## src/rtl/demux2_pkg.sv

```systemverilog
// Shared types and constants for the two-output stream demultiplexer.
// Optional statistics counters are enabled with the DEMUX2_STATS_EN macro.
package demux2_pkg;

  typedef enum logic [1:0] {
    EMPTY,
    ONE,
    FULL
  } buf_state_t;

  localparam int COUNT_W = 16;

  // Increment that sticks at the all-ones value instead of wrapping.
  function automatic logic [COUNT_W-1:0] sat_inc(input logic [COUNT_W-1:0] v);
    return (v == '1) ? v : v + 1'b1;
  endfunction

endpackage

```

## src/rtl/demux2_stream_fifo2.sv

```systemverilog
// fifo2: two-entry FIFO with EMPTY/ONE/FULL occupancy tracking.
// Head word is presented on dout, forced to zero while the buffer is empty.
module fifo2
  import demux2_pkg::*;
#(
  parameter int n = 32
) (
  input  logic         clk,
  input  logic         rst,
  input  logic         push,
  input  logic         pop,
  input  logic [n-1:0] din,
  output logic [n-1:0] dout,
  output logic         empty,
  output logic         full
);

  buf_state_t   state;
  logic [n-1:0] head;
  logic [n-1:0] tail;

  // Occupancy FSM and storage; push into FULL and pop from EMPTY are ignored.
  always_ff @(posedge clk) begin
    if (rst) begin
      state <= EMPTY;
      head  <= '0;
      tail  <= '0;
    end else begin
      unique case (state)
        EMPTY: begin
          if (push) begin
            head  <= din;
            state <= ONE;
          end
        end
        ONE: begin
          case ({push, pop})
            2'b10: begin
              tail  <= din;
              state <= FULL;
            end
            2'b01: state <= EMPTY;
            // Old head leaves while the new word arrives: new word is head.
            2'b11: head <= din;
            default: ;
          endcase
        end
        FULL: begin
          if (pop) begin
            head  <= tail;
            state <= ONE;
          end
        end
        default: state <= EMPTY;
      endcase
    end
  end

  // Status and masked head word derived from the registered state.
  always_comb begin
    empty = (state == EMPTY);
    full  = (state == FULL);
    dout  = empty ? '0 : head;
  end

endmodule

```

## src/rtl/demux2_stream.sv

```systemverilog
// demux2_stream: routes an input stream to one of two buffered outputs by S.
// Each output has its own two-entry buffer so one stalled output never blocks
// the other. Macro DEMUX2_STATS_EN adds saturating per-output accept counters
// on ports COUNT0/COUNT1.
module demux2_stream
  import demux2_pkg::*;
#(
  parameter int n = 32
) (
  input  logic               CLOCK,
  input  logic               RESET,
  input  logic               S,
  input  logic [n-1:0]       D,
  input  logic               VALID_IN,
  output logic               READY_IN,
  output logic [n-1:0]       Y0,
  output logic [n-1:0]       Y1,
  output logic               VALID0,
  output logic               VALID1,
  input  logic               READY0,
  input  logic               READY1
`ifdef DEMUX2_STATS_EN
  ,
  output logic [COUNT_W-1:0] COUNT0,
  output logic [COUNT_W-1:0] COUNT1
`endif
);

  logic empty0, empty1;
  logic full0, full1;
  logic accept;
  logic push0, push1;
  logic pop0, pop1;

  // Route/handshake: ready depends only on the selected buffer's registered
  // fullness, so there is no path from READY0/READY1 to READY_IN.
  always_comb begin
    READY_IN = S ? ~full1 : ~full0;
    accept   = VALID_IN & READY_IN;
    push0    = accept & ~S;
    push1    = accept & S;
    VALID0   = ~empty0;
    VALID1   = ~empty1;
    pop0     = VALID0 & READY0;
    pop1     = VALID1 & READY1;
  end

  fifo2 #(
    .n(n)
  ) u_buf0 (
    .clk  (CLOCK),
    .rst  (RESET),
    .push (push0),
    .pop  (pop0),
    .din  (D),
    .dout (Y0),
    .empty(empty0),
    .full (full0)
  );

  fifo2 #(
    .n(n)
  ) u_buf1 (
    .clk  (CLOCK),
    .rst  (RESET),
    .push (push1),
    .pop  (pop1),
    .din  (D),
    .dout (Y1),
    .empty(empty1),
    .full (full1)
  );

`ifdef DEMUX2_STATS_EN
  logic [COUNT_W-1:0] cnt0;
  logic [COUNT_W-1:0] cnt1;

  // Saturating count of words accepted for each output.
  always_ff @(posedge CLOCK) begin
    if (RESET) begin
      cnt0 <= '0;
      cnt1 <= '0;
    end else begin
      if (push0) cnt0 <= sat_inc(cnt0);
      if (push1) cnt1 <= sat_inc(cnt1);
    end
  end

  assign COUNT0 = cnt0;
  assign COUNT1 = cnt1;
`endif

endmodule

```

## config.mk

```make
export PLATFORM = sky130hd
export DESIGN_NAME = demux2_stream
export DESIGN_NICKNAME = d
export VERILOG_FILES = /design/src/rtl/demux2_pkg.sv /design/src/rtl/demux2_stream_fifo2.sv /design/src/rtl/demux2_stream.sv
export SDC_FILE = /design/constraint.sdc
export NUM_CORES = 1
export LEC_CHECK = 0
export CAP_MARGIN = 20
export CORE_MARGIN = 4
export CORE_UTILIZATION = 52
export DETAILED_ROUTE_END_ITERATION = 10
export HOLD_SLACK_MARGIN = 0.02
export PLACE_DENSITY = 0.75
export SETUP_SLACK_MARGIN = 0.1
export SYNTH_ARGS = -nofsm -noshare
export SYNTH_HDL_FRONTEND = slang
export SYNTH_HIERARCHICAL = 1
export SYNTH_SLANG_ARGS = --single-unit
```

## constraint.sdc

```tcl
create_clock -name CLOCK -period 4.95 [get_ports CLOCK]
set_clock_uncertainty 0.15 [all_clocks]
set_input_delay 0.7425 -clock CLOCK [delete_from_list [all_inputs] [get_ports CLOCK]]
set_output_delay 0.7425 -clock CLOCK [all_outputs]
set_load 0.05 [all_outputs]
```

==> impl_metrics.yaml <==
logic_synthesis:
  synth_seq_cells: 132
  ys.flop_type: "dfxtp_1"
  synthXorXnorAreaFrac_pct: 0
  synth_compound_area_share_pct: 25.84
  synth_cell_types: 24
  synth_top_area_share_pct: 40.97
  synth_fp_nets: 733
  ys_top_cells_by_area: "dfxtp_1 (41%), a211oi_2 (12%), mux2i_1 (10%)"
  seq_area_frac_synth_pct: 40.97
  yosys.area_share.adder_pct: 0
  synthSimpleGateAreaFrac_pct: 16.43
  synth.most_common_cell: "dfxtp_1"
  syn_area_sq_mm: 0.006450
  synth_common_cells: "dfxtp_1 (132), nand2_1 (130), a211oi_1 (68), nor2b_1 (68), a21oi_1 (66)"
  synth_top_family_by_area: "compound AO/OA/AOI/OAI gates"
  ys.warnings.count: 6
  syn_inst: 695
  syn_area_per_cell_sq_um: 9.280
  synth_mux_area_share_pct: 10.09
  synth_edf_count: 0
  ys_async_sr_fraction_pct: 0
  yosysTopAreaCell: "dfxtp_1"
clocking:
  cts_max_path_buffers: 2
  htreeDepth: 4
  cts-root-buf: "clkbuf_16"
  cts_hold_buf: 0
  cts_buffers: 17
  cts_setup_buffers: 0
  cts_sinks: 132
  clk-insertion-delay-late_ns: 0.41
  ctsResizeCount: 0
  path_clk_slew_ns: 0.06
  cts_tree: "yes"
sta:
  whs_ns: 0.3021
  rsz0062_at_grt: "false"
  max-slew-margin-rel_pct: 48.71
  hold_viol: 0
  slew_viol_final: 0
  timing.final.crit_share_pct: 71.46
  worst_slew_pin_slew_ns: 0.7694
  setup_tns_ns: 0
  fin_crit_ns: 3.537
  setup_viol: 0
  clock.fmax_mhz: 282.7
floorplan:
  die_y_um: 119.4
  coreArea_sq_mm: 0.01206
  die_w_um: 119.4
  num_rows: 40
  initial_core_util_pct: 53.48
  num_io_pins: 105
  design.die.area_sq_mm: 0.01425
pwr:
  ir_worst_vdd_mv: 0.2578
  p_leak_nw: 3.001
  comb_power_share_pct: 16.1
  p_sw_mw: 0.7439
  clockPowerShare_pct: 42.2
  switching_share_pct: 26.83
  p_per_area_mw_per_mm2: 346.4
  internal_power_mw: 2.028
  seq_power_share_pct: 41.6
worst_setup_path:
  cp_max_fo: 34
  crit_path_start_kind: "flop"
  r2r_setup_slack_ns: 1.47
  criticalPathCategory: "flop to output pin"
  timing.rr.start: "u_buf0/state[0]$_SDFFE_PP0P_"
  endpoint_kind: "output pin"
  ff2ff_path_depth: 8
  timing.rr.end: "u_buf0/head[7]$_SDFFE_PP0P_"
  cp.required_ns: 4.06
  arrival_ns: 2.64
hold_path:
  hold_class: "flop to flop"
  min_path_cells: 2
  whs_endpoint: "u_buf0/tail[27]$_SDFFE_PP0P_"
  min_from: "u_buf0/tail[27]$_SDFFE_PP0P_"
drt:
  dr.pass1.iters: 5
  dr.first_iter.drc_count: 461
  via_count: 5301
  wl_um: 16310
  route.detailed.drc: 0
  via_per_inst: 5.639
  drt.antenna.violating_nets: 0
  post_drt_wl_per_cell_um: 17.35
placement:
  gp_congestion: 0.8095
  placed_cells: 909
  place.port_buffers: 104
  dp_hpwl_um: 10650
global_route:
  grt_pass1_vias: 5282
  grt_usage_pct: 22.89
  grt.overflow.total: 0
  grt_pass1_wl_um: 26430
  grt_antenna_before_repair: 0
  grt_max_degree: 64
final_layout:
  layout.nets: 798
  fin_cells: 940
  n_antenna_cell: 0
  drive_above_1_share_pct: 15.03
  syn_to_final_growth_pct: 24.09
  fillers: 970
outcome:
  status: "completed"
flow_run:
  max-cap-violations: 0
==> layout make-up <==
type,count,area (sq um),share of cell area [%]
multi-input combinational,485,3422,42.75
tap,168,210.2,2.626
sequential,132,2643,33.02
clock inverter,12,115.1,1.438
timing repair buffer,120,1166,14.57
clock buffer,19,432.9,5.409
inverter,4,15.01,0.1876
==> flip-flops by register name, summed over array words and instances (netlist names) <==
signal and cells:
u_buf0/head 32, u_buf0/state 2, u_buf0/tail 32, u_buf1/head 32
u_buf1/state 2, u_buf1/tail 32
==> how the worst max path moves through the flow <==
stage / depth (start not counted) / endpoint / startpoint
after global placement: 8 / u_buf0/head[6]$_SDFFE_PP0P_ / u_buf0/state[0]$_SDFFE_PP0P_
after global routing: 8 / u_buf0/head[7]$_SDFFE_PP0P_ / u_buf0/state[0]$_SDFFE_PP0P_
after floorplan: 5 / READY_IN / u_buf1/state[0]$_SDFFE_PP0P_
final: 5 / READY_IN / u_buf1/state[0]$_SDFFE_PP0P_
after detailed placement: 8 / u_buf0/head[7]$_SDFFE_PP0P_ / u_buf0/state[0]$_SDFFE_PP0P_
after CTS: 5 / READY_IN / u_buf1/state[0]$_SDFFE_PP0P_
==> power groups by stage <==
stage | clock [mW] | sequential (mW) | combinational, mW
4_1_cts | 1.19 | 1.15 | 0.450
6_report | 1.17 | 1.15 | 0.448
5_1_grt | 1.24 | 1.16 | 0.481
3_5_place_dp | 0 | 1.18 | 0.447
3_3_place_gp | 0 | 1.18 | 0.433
2_1_floorplan | 0 | 1.16 | 0.329
==> through the flow <==
stage,util (%),instance area [sq um],setup WS [ns],total power [mW]
2_1_floorplan,-,6450,2.368,1.492
3_3_place_gp,61.69,7441,1.641,1.608
3_5_place_dp,61.82,7456,1.542,1.623
4_1_cts,66.36,8004,1.389,2.795
5_1_grt,66.36,8004,1.205,2.882
6_report,66.36,8004,1.413,2.772
==> cells by family (layout without fill, tap and decap cells) <==
kind of cell | after synthesis | after routing
buffers and inverters | 78 | 155
AOI/OAI and AO/OA | 202 | 202
and+or+nand+nor | 218 | 218
muxes | 65 | 65
DFF | 132 | 132
==> metal layers <==
metal | GRT usage [%] | wire length [um]
met4 | 8.733 | 321
met2 | 39.07 | 8213
met1 | 27.54 | 6827
met3 | 6.078 | 949
met5 | 0 | 0
==> layout by cell type, fill, tap and decap left out, drive strengths merged <==
master / count
dfxtp: 132
nand2: 130
a211oi: 128
clkdlybuf4s50: 103
nor2b: 68
a21oi: 66
mux2i: 65
clkbuf: 19
buf: 17
clkinv: 8
inv: 4
nand2b: 4
nor2: 4
a21o: 4
and3b: 3
bufinv: 2
clkinvlp: 2
or3b: 2
and2: 2
o21bai: 2
nor4bb: 2
nand4bb: 2
o21a: 2
nor3b: 1
==> worst max-delay path: stages, from the launching register on <==
cell and delay (ns):
dfxtp_1 0.46, nand2b_2 0.16, buf_4 0.48, inv_1 0.13
mux2i_1 0.16, clkdlybuf4s50_1 0.82
Note: power is estimated with default switching activity, not from simulation.
